$ cat src/rtl/hbc_pkg.sv
// Shared definitions for the HBC host bus front end: default bus widths and the
// packed write-event record.
package hbc_pkg;

  localparam int HBC_ADDR_W = 3;
  localparam int HBC_DATA_W = 8;

  typedef struct packed {
    logic [HBC_ADDR_W-1:0] addr;
    logic [HBC_DATA_W-1:0] data;
  } hbc_wr_evt_t;

endpackage

$ cat src/rtl/hbc_sync2.sv
// Generic two-flop synchronizer with a configurable reset value, used to bring
// asynchronous host pins into the clk domain.
module hbc_sync2 #(
  parameter int               WIDTH   = 1,
  parameter logic [WIDTH-1:0] RST_VAL = {WIDTH{1'b0}}
) (
  input  logic             clk,
  input  logic             rst_n,
  input  logic [WIDTH-1:0] d,
  output logic [WIDTH-1:0] q
);

  logic [WIDTH-1:0] s1_r;
  logic [WIDTH-1:0] s2_r;

  // Two-stage resynchronization chain.
  always_ff @(posedge clk or negedge rst_n) begin
    if (!rst_n) begin
      s1_r <= RST_VAL;
      s2_r <= RST_VAL;
    end else begin
      s1_r <= d;
      s2_r <= s1_r;
    end
  end

  assign q = s2_r;

endmodule

$ cat src/rtl/hbc_bus_sync.sv
// HBC host bus front end: synchronizes host strobes and pins, turns each
// completed host write into a queued {address, data} event and flags host reads.
module hbc_bus_sync
  import hbc_pkg::*;
#(
  parameter int DEPTH  = 8,
  parameter int ADDR_W = HBC_ADDR_W,
  parameter int DATA_W = HBC_DATA_W
) (
  input  logic                    clk,
  input  logic                    rst_n,
  input  logic                    WRn,
  input  logic                    RDn,
  input  logic [ADDR_W-1:0]       address,
  input  logic [DATA_W-1:0]       data_in,
  output logic                    wr_valid,
  output logic [ADDR_W-1:0]       wr_addr,
  output logic [DATA_W-1:0]       wr_data,
  input  logic                    wr_ready,
  output logic                    rd_strobe,
  output logic [ADDR_W-1:0]       rd_addr,
  output logic [$clog2(DEPTH):0]  fifo_count,
  output logic                    overflow,
  input  logic                    clr_ovf
);

  localparam int PTR_W = $clog2(DEPTH);
  localparam int CNT_W = PTR_W + 1;
  localparam int EVT_W = ADDR_W + DATA_W;
  localparam logic [CNT_W-1:0] FULL_CNT = CNT_W'(DEPTH);
  localparam logic [CNT_W-1:0] ZERO_CNT = {CNT_W{1'b0}};

  logic [1:0]       strb_s2_s;
  logic [EVT_W-1:0] bus_s2_s;
  logic             wr_s2_s;
  logic             rd_s2_s;
  logic             wr_s3_r;
  logic             rd_s3_r;
  logic [EVT_W-1:0] bus_s3_r;

  logic [EVT_W-1:0] mem_r [DEPTH];
  logic [PTR_W-1:0] wr_ptr_r;
  logic [PTR_W-1:0] rd_ptr_r;
  logic [PTR_W-1:0] rd_ptr_nxt_s;
  logic [CNT_W-1:0] count_r;
  logic [CNT_W-1:0] count_nxt_s;
  logic [EVT_W-1:0] head_r;
  logic [EVT_W-1:0] head_nxt_s;
  logic             wr_valid_r;
  logic             overflow_r;
  logic [ADDR_W-1:0] rd_addr_r;

  logic wr_evt_s;
  logic rd_evt_s;
  logic pop_s;
  logic full_s;
  logic push_ok_s;
  logic drop_s;

  // Strobes idle high so that reset release never looks like an edge.
  hbc_sync2 #(.WIDTH(2), .RST_VAL(2'b11)) u_strb_sync (
    .clk   (clk),
    .rst_n (rst_n),
    .d     ({WRn, RDn}),
    .q     (strb_s2_s)
  );

  hbc_sync2 #(.WIDTH(EVT_W), .RST_VAL({EVT_W{1'b0}})) u_bus_sync (
    .clk   (clk),
    .rst_n (rst_n),
    .d     ({address, data_in}),
    .q     (bus_s2_s)
  );

  assign wr_s2_s = strb_s2_s[1];
  assign rd_s2_s = strb_s2_s[0];

  // Third stage: edge-detect history plus the bus value sampled alongside it.
  always_ff @(posedge clk or negedge rst_n) begin
    if (!rst_n) begin
      wr_s3_r  <= 1'b1;
      rd_s3_r  <= 1'b1;
      bus_s3_r <= {EVT_W{1'b0}};
    end else begin
      wr_s3_r  <= wr_s2_s;
      rd_s3_r  <= rd_s2_s;
      bus_s3_r <= bus_s2_s;
    end
  end

  // bus_s3_r still holds the value sampled while WRn was low.
  assign wr_evt_s  = wr_s2_s & ~wr_s3_r;
  assign rd_evt_s  = ~rd_s2_s & rd_s3_r;
  assign pop_s     = wr_valid_r & wr_ready;
  assign full_s    = (count_r == FULL_CNT);
  assign push_ok_s = wr_evt_s & (~full_s | pop_s);
  assign drop_s    = wr_evt_s & full_s & ~pop_s;

  // Next read pointer, occupancy and head entry for the fall-through output.
  always_comb begin
    rd_ptr_nxt_s = rd_ptr_r;
    count_nxt_s  = count_r;
    head_nxt_s   = head_r;
    if (pop_s) begin
      rd_ptr_nxt_s = rd_ptr_r + 1'b1;
    end else begin
      rd_ptr_nxt_s = rd_ptr_r;
    end
    case ({push_ok_s, pop_s})
      2'b10:   count_nxt_s = count_r + 1'b1;
      2'b01:   count_nxt_s = count_r - 1'b1;
      default: count_nxt_s = count_r;
    endcase
    // When the new head is the entry being written this edge, bypass the array.
    if (push_ok_s && (wr_ptr_r == rd_ptr_nxt_s)) begin
      head_nxt_s = bus_s3_r;
    end else if (count_nxt_s != ZERO_CNT) begin
      head_nxt_s = mem_r[rd_ptr_nxt_s];
    end else begin
      head_nxt_s = head_r;
    end
  end

  // Event storage array.
  always_ff @(posedge clk) begin
    if (push_ok_s) begin
      mem_r[wr_ptr_r] <= bus_s3_r;
    end
  end

  // FIFO control, sticky overflow and read address capture.
  always_ff @(posedge clk or negedge rst_n) begin
    if (!rst_n) begin
      wr_ptr_r   <= {PTR_W{1'b0}};
      rd_ptr_r   <= {PTR_W{1'b0}};
      count_r    <= ZERO_CNT;
      head_r     <= {EVT_W{1'b0}};
      wr_valid_r <= 1'b0;
      overflow_r <= 1'b0;
      rd_addr_r  <= {ADDR_W{1'b0}};
    end else begin
      rd_ptr_r   <= rd_ptr_nxt_s;
      count_r    <= count_nxt_s;
      head_r     <= head_nxt_s;
      wr_valid_r <= (count_nxt_s != ZERO_CNT);
      if (push_ok_s) begin
        wr_ptr_r <= wr_ptr_r + 1'b1;
      end else begin
        wr_ptr_r <= wr_ptr_r;
      end
      if (drop_s) begin
        overflow_r <= 1'b1;
      end else if (clr_ovf) begin
        overflow_r <= 1'b0;
      end else begin
        overflow_r <= overflow_r;
      end
      if (rd_evt_s) begin
        rd_addr_r <= bus_s2_s[EVT_W-1 -: ADDR_W];
      end else begin
        rd_addr_r <= rd_addr_r;
      end
    end
  end

  assign wr_valid   = wr_valid_r;
  assign wr_addr    = head_r[EVT_W-1 -: ADDR_W];
  assign wr_data    = head_r[DATA_W-1:0];
  assign fifo_count = count_r;
  assign overflow   = overflow_r;
  assign rd_strobe  = rd_evt_s;
  assign rd_addr    = rd_addr_r;

endmodule

$ cat config.mk
export PLATFORM = sky130hd
export DESIGN_NAME = hbc_bus_sync
export DESIGN_NICKNAME = d
export VERILOG_FILES = /design/src/rtl/hbc_pkg.sv /design/src/rtl/hbc_sync2.sv /design/src/rtl/hbc_bus_sync.sv
export SDC_FILE = /design/constraint.sdc
export NUM_CORES = 1
export LEC_CHECK = 0
export ABC_AREA = 0
export CORE_ASPECT_RATIO = 1.1
export CORE_MARGIN = 3
export CORE_UTILIZATION = 50
export DETAILED_ROUTE_END_ITERATION = 8
export DONT_BUFFER_PORTS = 1
export HOLD_SLACK_MARGIN = 0.12
export PLACE_DENSITY_LB_ADDON = 0.1
export SYNTH_ARGS = -nofsm -noshare
export SYNTH_HDL_FRONTEND = slang
export SYNTH_SLANG_ARGS = --single-unit
$ cat constraint.sdc
create_clock -name clk -period 6.5 [get_ports clk]
set_input_delay 0.65 -clock clk [delete_from_list [all_inputs] [get_ports clk]]
set_output_delay 0.65 -clock clk [all_outputs]
set_load 0.1 [all_outputs]
==> run metrics, run 1 <==
outcome finished clean; fmax 265 MHz; RSZ-0062 raised after global routing false; Fin Clk Skew approximately 0.007 ns; Synth top area share between 40 and 50%; vias per cell around 5.8; Seq cells post-synth between 150 and 200; Crit-path slowest cell dfrtp_1; row count 42; Req. time, crit path approximately 7 ns; fin util between 50% and 60%; relative max-transition margin 24.8%; clk sink count between 150 and 200; commonest non-fill, non-tap cell in the layout edfxtp_1; Total Routing Usage GR between 15 and 20%; startpoint of the lowest-slack hold path WRn; Synthesized Nets 384; Root Driver clkbuf_16; hold crit path type in -> reg; PortBufs 0; total negative slack 0 ns; Worst R2R Setup Slack approximately 2.7 ns; Finished Layout Cells 542; worst reg2reg path depth 10; dpl hpwl 7270 µm; CTS tree done; Min Hold Slack 0.229 ns; Yosys Warn Count 0; syn_area_per_cell between 15 and 20 µm²; most frequent cells in the layout edfxtp_1, dfrtp_1, mux2i_1; Slew Viols, Final 0; power after layout approximately 3.9 mW; crit path kind reg -> reg; Mapped Cells between 300 and 400; cell chain of the critical path and2_1 > buf_4 > nand2_1 > xnor2_1 > ha_1 > or4_4 > a211o_1 > o211ai_1 > nor3_1 > o31ai_1; cell taking the most area after synthesis edfxtp_1; Inst Count DP 508; LEAKAGE around 2.6 nW; worst hold path stage count 0; Async SR Flop Fraction a little over two fifths; post-CTS resize count 0; WL per Instance between 20 and 25 µm; most used flip-flop cell after synthesis edfxtp_1; setup violators final 0; Slew @ Worst Pin between 1 and 1.5 ns; largest net degree at the start of global routing 66; synth top area cells edfxtp_1, dfrtp_1, mux4_2; DRC violations left 0; Die H 123 µm; Clk pin slew, worst setup/hold paths ~0.06 ns; Area Overhead vs Synth 14.3%; H-tree depth 4; Initial Util about half; layout cells sized above 1 approximately a quarter; die area approximately 14000 µm²; setup ws final between 2 and 3 ns; worst r2r src wr_valid$_DFF_PN0_; Placed Area about 6400 µm²; Ports 38; worst r2r dst head_r[2]$_DFFE_PN0P_; critical path data arrival time between 4 and 5 ns; CP startpoint kind flop; gp weighted congestion approximately 0.76; Die Wd 112 µm; Unique masters post-synth 42; Tcrit/Tclk final between 50% and 60%; Fin. Hold Viols 0; Core Box Area between 10000 and 15000 µm²; initial antenna violation count 0; worst path buffer plus inverter count 1; synthesized area ~6200 µm²; # diodes 0; total number of vias ~3100; drt initial violations between 150 and 200; vias in the first global route 3285; later-pin clock latency in the skew report ~0.42 ns; CP delay by family, top compound AO/OA/AOI/OAI gates; Critical Path Max Stage Delay ~0.97 ns; sequential fraction of the synthesis area 69.1%; Max VDD drop approximately 0.45 mV; first-pass GRT wire length about 19000 µm; final antenna-violating net count 0; first-pass iteration count of the detailed router 4; number of flops mapped to enable cells by yosys slightly below 90; hold endpoint u_strb_sync.s1_r[1]$_DFF_PN1_; power per cell area about 560 nW/µm²; CTS Buf Count 17; fin nets between 300 and 400; clk buf depth 2; Setup crit end kind flop; max-cap viol count 0; fillers approximately 900; total gr overflow 0; fin crit period between 3 and 4 ns; pre-CTS WS approximately 2.7 ns; Final Cell Area between 7000 and 8000 µm²; drt total wl around 12000 µm; largest fanout on the critical path 15
[routing by layer]
| layer | wire [µm] | vias up | GRT usage [%] |
|---|---|---|---|
| li1 | - | 1429 | - |
| met1 | 4850 | 1630 | 22.6 |
| met2 | 6040 | 71 | 31.4 |
| met3 | 506 | 14 | 4.88 |
| met4 | 169 | 0 | 7.74 |
| met5 | 0 | - | 0 |
[power breakdown]
group | leakage [nW] | internal [mW] | switching, mW
Clock | 0.292 | 0.653 | 0.372
Sequential | 1.55 | 1.16 | 0.555
Combinational | 0.769 | 0.566 | 0.626
Total | 2.61 | 2.38 | 1.55
[cell families after synthesis]
logic type | after synthesis | share of synthesized area, %
buffers and inverters | 25 | 2.06
and+or+nand+nor | 73 | 5.94
adders and majority gates | 3 | 0.606
AOI/OAI and AO/OA | 29 | 4.73
muxes | 72 | 16.2
DFF | 153 | 69.1
xor gates and xnor gates | 9 | 1.39
[registers in the layout, summed over array words and instances, names as in the netlist, 2 cells and up]
signal and cells:
rd_addr 3, u_bus_sync.q 11, u_strb_sync.q 2, wr_ptr_r 3
fifo_count 4, mem_r 88, rd_ptr_r 3, u_strb_sync.s1_r 2
head_r 11, u_bus_sync.s1_r 11, bus_s3_r 11
[final cells by class]
type / count / area [µm²] / area share, %
Clock inverter: 11 / 169 / 2.39
Tap cell: 154 / 193 / 2.72
Inverter: 3 / 11.3 / 0.159
Sequential cell: 153 / 4280 / 60.4
Clock buffer: 21 / 450 / 6.36
Multi-Input combinational cell: 186 / 1850 / 26.1
Timing Repair Buffer: 14 / 128 / 1.80
[synth_stat cells, types with 2 or more instances]
master and count:
o31ai_1 11, nand2_1 23, dfstp_2 6, nand3_1 5
buf_2 9, nor4b_1 2, nor2_1 14, buf_4 2
a221oi_1 2, xor2_1 2, dfrtp_1 59, ha_1 3
a221oi_2 9, nor3b_1 2, mux4_2 22, and3_1 2
nor3_1 16, buf_6 2, mux2i_1 45, clkbuf_1 8
xnor2_1 6, edfxtp_1 88, mux2_2 5, inv_1 3
[worst max-delay path by stage]
| stage | start | to | slack, ns | depth (start not counted) |
|---|---|---|---|---|
| after floorplan | wr_valid$_DFF_PN0_ | head_r[9]$_DFFE_PN0P_ | 2.81 | 12 |
| after global placement | wr_valid$_DFF_PN0_ | head_r[2]$_DFFE_PN0P_ | 2.80 | 10 |
| after detailed placement | wr_valid$_DFF_PN0_ | head_r[6]$_DFFE_PN0P_ | 2.74 | 10 |
| after CTS | wr_valid$_DFF_PN0_ | head_r[5]$_DFFE_PN0P_ | 2.72 | 10 |
| after global routing | wr_valid$_DFF_PN0_ | head_r[4]$_DFFE_PN0P_ | 2.44 | 10 |
| final | wr_valid$_DFF_PN0_ | head_r[2]$_DFFE_PN0P_ | 2.72 | 10 |
[worst reg2reg max path, delay by kind of cell, from the launching register on]
family / cells / cell delay [ns]
adders and majority gates: 1 / 0.24
and+or+nand+nor: 4 / 0.96
AOI/OAI and AO/OA: 3 / 1.06
DFF: 1 / 0.97
xor gates and xnor gates: 1 / 0.14
buffers and inverters: 1 / 0.30
[what timing repair did]
| item | CTS | global route |
|---|---|---|
| buffers inserted | 0 | 0 |
| hold buffers | 2 | 0 |
| hold endpoints to repair | 65 | 0 |
(Power assumes the default switching activity.)
==> run 2: changes to the inputs <==
Settings changed: ABC_AREA 0 to 1.
Clock period 6.5 ns to 3.65 ns, I/O delays scaled along.
==> run 2 against run 1 <==
Against the previous run: area after synthesis down 3.2%; highest routed layer unchanged; largest power group unchanged; non-clock buffer count up 23; register-to-register slack worse by 1.8 ns; via count up 20%; maximum frequency up 38%; total power up 66%; cell area down 1.6%.
==> run metrics, run 2 <==
CP endpoint head_r[4]$_DFFE_PN0P_; Async SR Flop Fraction a little over two fifths; Reg area ~4300 µm²; Clk pin slew, worst setup/hold paths 0.06 ns; multiplexer share of the synthesized area 0%; Core Box Area roughly 12000 µm²; Post-Synth XOR/XNOR Area about 1.3%; synth top area cells edfxtp_1, dfrtp_1, nand2_1; Root Driver clkbuf_16; post-CTS resize count 0; clk sink count 153; largest net degree at the start of global routing 66; Worst R2R Setup Slack 0.92 ns; cell chain of the critical path nand2_4 > inv_4 > nand2_2 > nand2_4 > clkinv_2 > nand2_1 > a21oi_2 > buf_4 > nand3_2 > buf_4 > nand3_2 > nand2_1 > nand2_1; total gr overflow 0; fmax approximately 370 MHz; Max VDD drop between 0.5 and 0.6 mV; most used flip-flop cell after synthesis edfxtp_1; vias in the first global route 3622; initial antenna violation count 0; H-tree depth 4; worst reg2reg path depth 13; CP startpoint kind flop; fin crit period roughly 2.7 ns; WL per Instance approximately 17 µm; Total Routing Usage GR between 10% and 20%; Yosys Warn Count 0; Critical Path Max Stage Delay around 0.4 ns; worst r2r dst head_r[4]$_DFFE_PN0P_; Req. time, crit path between 3 and 4 ns; Compound-Gate Fraction of Synth Area between 2 and 3%; sequential fraction of the synthesis area 71.4%; share of synthesized cell area in full adder, half adder and majority cells less than 1%; DRC violations left 0; Die H roughly 120 µm; Slew @ Worst Pin around 0.95 ns; # diodes 0; final antenna-violating net count 0; crit-path most repeated cell nand2_1; drt total wl 12100 µm; fillers 938; Tcrit/Tclk final 74.9%; Seq cells post-synth 153; synthesized area between 5000 and 6000 µm²; Setup crit end kind flop; largest fanout on the critical path 46; Die Wd 110 µm; Pint roughly 3.7 mW; Largest Register mem_r; Mapped Cells 515; Critical Path Stages 13; die area approximately 13000 µm²; dpl hpwl 7450 µm; clock power share between 20% and 30%; Slew Viols, Final 0; Combinational Power Share about a third; PortBufs 0; Fin. Hold Viols 0; CP startpoint wr_valid$_DFF_PN0_; max-cap viol count 0; commonest non-fill, non-tap cell in the layout nand2_1; fin nets between 500 and 600; critical path data arrival time between 3 and 4 ns; row count 41; Ports 38; CTS tree done; total negative slack 0 ns; Unique masters post-synth 29; Min Hold Slack around 0.33 ns; Synth top area share 44.1%; Area Overhead vs Synth 16.3%; switching part of the total power about 44%; number of flops mapped to enable cells by yosys just under 90; Initial Util 51.7%; cell taking the most area after synthesis edfxtp_1; outcome finished clean; first-pass iteration count of the detailed router 5; drt initial violations 363; Synth Area in Simple Gates approximately a fifth; Crit-path slowest cell nand2_4; Fin Clk Skew between 0.007 and 0.008 ns; layout cells sized above 1 between 10% and 20%; pre-CTS WS slightly above 0.9 ns; first-pass GRT wire length 19100 µm; CTS Buf Count 17; RSZ-0062 raised after global routing false; setup ws final 0.918 ns; LEAKAGE 2.91 nW; P_sw ~2.8 mW; clk buf depth 2; worst path buffer plus inverter count 4; gp weighted congestion ~0.77; crit path kind reg -> reg; Synthesized Nets between 500 and 600; later-pin clock latency in the skew report a little over 0.4 ns; relative max-transition margin between 30% and 40%; Largest register FFs just under 90; most frequent cells in the layout nand2_1, edfxtp_1, dfrtp_1; hold crit path type in -> reg; most common cell in the netlist nand2_1; syn_area_per_cell around 12 µm²; vias per cell 5.28; total number of vias 3759; worst r2r src wr_valid$_DFF_PN0_; power per cell area roughly 940 nW/µm²; synth cell count leaders nand2_1, edfxtp_1, dfrtp_1, nand3_1, nand4_1; CP delay by family, top simple AND/OR/NAND/NOR gates; largest family of logic cells by synthesized area simple AND/OR/NAND/NOR gates; multi-input gate area in the final layout between 1500 and 2000 µm²; Flop pwr share between 40 and 50%; setup violators final 0
-- run 2: cell count changes after synthesis, moves of 10 or more --
cell	delta
mux4_2	-22
buf_2	+10
nand3_1	+48
nand2_1	+156
inv_1	+18
nand4_1	+23
o31ai_1	-11
a21oi_1	+22
mux2i_1	-45
nor3_1	-16
-- run 2: layer usage --
metal	track usage (%)	part of all wire (%)
met1	25.3	42
met2	31.8	51
met3	4.81	5.2
met4	7.54	1.9
met5	0	0
-- run 2: cells by family (layout without fill, tap and decap cells) --
kind of cell,count (synthesis),count (layout)
AO/OA/AOI/OAI,30,30
XOR/XNOR,6,6
adder cells (fa/ha/maj),3,3
buffers and inverters,45,92
flip-flops,153,153
AND/OR/NAND/NOR,278,278
-- run 2: tightest hold or removal path, stage by stage --
cell	delay, ns
nand2_4	0.05
nand4_1	0.18
o22ai_1	0.09
-- run 2: power by group through the flow --
stage | logic [mW] | clock network (mW) | registers [mW]
global placement | 2.13 | 0 | 2.74
finish | 2.19 | 1.64 | 2.70
global route | 2.44 | 1.74 | 2.73
floorplan | 1.47 | 0 | 2.89
CTS | 2.20 | 1.66 | 2.71
detailed placement | 2.16 | 0 | 2.74
-- run 2: worst min-delay path by stage --
| stage | startpoint | end | slack (ns) | cells past startpoint |
|---|---|---|---|---|
| 2_1_floorplan | rst_n | bus_s3_r[0]$_DFF_PN0_ | 0.07 | 0 |
| 3_3_place_gp | rst_n | u_bus_sync.s1_r[8]$_DFF_PN0_ | 0.07 | 0 |
| 3_5_place_dp | rst_n | u_bus_sync.s1_r[8]$_DFF_PN0_ | 0.07 | 0 |
| 4_1_cts | wr_ready | overflow$_DFFE_PN0P_ | 0.34 | 3 |
| 5_1_grt | wr_ready | overflow$_DFFE_PN0P_ | 0.35 | 3 |
| 6_report | wr_ready | overflow$_DFFE_PN0P_ | 0.33 | 3 |
-- run 2: per-stage QoR --
step	area, µm²	utilization, %	total power, mW	instances
after floorplan	5990	-	4.36	515
after global placement	6220	53.6	4.86	664
after detailed placement	6220	53.6	4.90	664
after CTS	6970	60.1	6.57	712
after global routing	6970	60.1	6.91	712
final	6970	60.1	6.52	712
-- run 2: repair_timing --
action,CTS,global route
setup endpoints to repair,0,0
hold endpoints to repair,79,0
buffers inserted,0,0
hold buffers,16,0
-- run 2: final cells by class --
cell class,count,area share [%]
clock buffer,23,7.33
tap,150,2.69
inverter,23,1.29
clock inverter,9,0.862
timing repair buffer,37,4.81
multi-input combinational,317,21.6
sequential,153,61.4
==> run 3: changes to the inputs <==
Clock period 3.65 ns to 2.5 ns, I/O delays scaled along.
==> run 3 against run 2 <==
Against the previous run: total power is 52% higher; clock skew is 0.0030 ns lower; sequential share of layout area down 1.1 points; die area did not move; count of clock-buffer cells in the layout stayed put.
==> run metrics, run 3 (synthesis gave the netlist of run 2 again) <==
Largest register FFs 88; power after layout 9.92 mW; Die Wd roughly 110 µm; Fin Clk Skew between 0.004 and 0.005 ns; drt total wl 12200 µm; crit-path most repeated cell nand2_1; Critical Path Max Stage Delay between 0.5 and 0.6 ns; Setup crit end kind flop; # diodes 0; vias per cell between 5 and 6; worst reg2reg path depth 12; Slew Viols, Final 0; H-tree depth 4; dpl hpwl between 7000 and 8000 µm; most frequent cells in the layout nand2_1, edfxtp_1, dfrtp_1; Total Routing Usage GR ~20%; Max VDD drop 1.09 mV; fin nets slightly below 600; RSZ-0062 raised after global routing false; clk buf depth 2; Tcrit/Tclk final 89.0%; CTS Buf Count 17; largest fanout on the critical path 11; hold crit path type in -> reg; total gr overflow 0; Root Driver clkbuf_16; initial antenna violation count 0; fmax between 400 and 500 MHz; CTS tree done; Fin. Hold Viols 0; commonest non-fill, non-tap cell in the layout nand2_1; Clk pin slew, worst setup/hold paths approximately 0.060 ns; first-pass iteration count of the detailed router 5; clk sink count ~150; Critical Path Stages 12; Area Overhead vs Synth 18.6%; Worst R2R Setup Slack roughly 0.27 ns; WL per Instance about 17 µm; Crit-path slowest cell dfstp_2; Die H approximately 120 µm; total number of vias 3840; layout cells sized above 1 16.2%; setup ws final ~0.27 ns; setup bufs post-CTS 0; CP startpoint kind flop; worst path buffer plus inverter count 2; worst hold path stage count 3; worst r2r dst head_r[10]$_DFFE_PN0P_; pre-CTS WS approximately 0.28 ns; CP startpoint wr_s3_r$_DFF_PN1_; fin crit period ~2.2 ns; later-pin clock latency in the skew report approximately 0.41 ns; relative max-transition margin 37.7%; first-pass GRT wire length about 19000 µm; Req. time, crit path between 2 and 3 ns; DRC violations left 0; max-cap viol count 0; CP endpoint head_r[10]$_DFFE_PN0P_; Core Box Area about 12000 µm²; Largest Register mem_r; Slew @ Worst Pin about 0.93 ns; crit path kind reg -> reg; Initial Util about half; largest net degree at the start of global routing 66; worst r2r src wr_s3_r$_DFF_PN1_; cell chain of the critical path inv_1 > nand2_2 > nand3_1 > nand2_1 > inv_1 > ha_1 > o21ai_1 > nand2_1 > nor2_4 > nand3_2 > nand2_1 > nand2_1; Ports 38; power per cell area around 1400 nW/µm²; LEAKAGE approximately 3.0 nW; drt initial violations 270; critical path data arrival time 2.53 ns; die area roughly 13000 µm²; CP delay by family, top simple AND/OR/NAND/NOR gates; fillers between 900 and 1000; final antenna-violating net count 0; gp weighted congestion between 0.8 and 0.9; row count 41; PortBufs 0; vias in the first global route 3785; outcome finished clean; setup violators final 0
-- run 3: through the flow --
step,setup TNS [ns],utilization (%),hold slack [ns],cell area (µm²),instances
3_5_place_dp,0,54.4,-0.0440,6310,675
5_1_grt,0,61.3,0.177,7100,723
6_report,0,61.3,0.177,7100,723
3_3_place_gp,0,54.4,-0.0439,6310,675
2_1_floorplan,-6.06,-,-0.0456,6000,515
4_1_cts,0,61.3,0.164,7100,723
-- run 3: how the worst min path moves through the flow --
stage	slack (ns)	startpoint	end
finish	0.18	wr_ready	overflow$_DFFE_PN0P_
global route	0.18	wr_ready	overflow$_DFFE_PN0P_
CTS	0.16	wr_ready	overflow$_DFFE_PN0P_
detailed placement	-0.04	rst_n	u_bus_sync.s1_r[8]$_DFF_PN0_
global placement	-0.04	rst_n	u_bus_sync.s1_r[8]$_DFF_PN0_
floorplan	-0.05	rst_n	bus_s3_r[0]$_DFF_PN0_
-- run 3: final cells by class --
type | count | area (µm²) | share of cell area (%)
clock buffers | 23 | 543 | 7.64
clock inverters | 9 | 76.3 | 1.07
inverters | 23 | 90.1 | 1.27
multi-input cells | 317 | 1510 | 21.2
flip-flops and latches | 153 | 4280 | 60.3
well taps | 150 | 188 | 2.64
repair buffers | 48 | 418 | 5.88
-- run 3: worst register-to-register path, delay by kind of cell (launching register included) --
family	cells	cell delay, ns
DFF	1	0.51
and+or+nand+nor	8	1.08
AOI/OAI and AO/OA	1	0.17
adders and majority gates	1	0.26
buffers and inverters	2	0.10
-- run 3: where the power goes --
group / internal, mW / switching, mW
sequential: 3.01 / 0.585
clock: 1.63 / 0.972
combinational: 1.04 / 2.68
-- run 3: per-layer routing --
layer,part of all wire [%],up-vias,global-route usage [%]
met5,0,-,0
met4,3.3,0,9.16
met3,5.5,26,4.97
met2,50,136,31.6
met1,41,1839,25.1
li1,-,1839,-
-- run 3: repair_timing --
item                                   in CTS  in global routing
endpoints found under the hold margin      79                  0
resized for setup                           0                  0
hold buffers                               16                  0
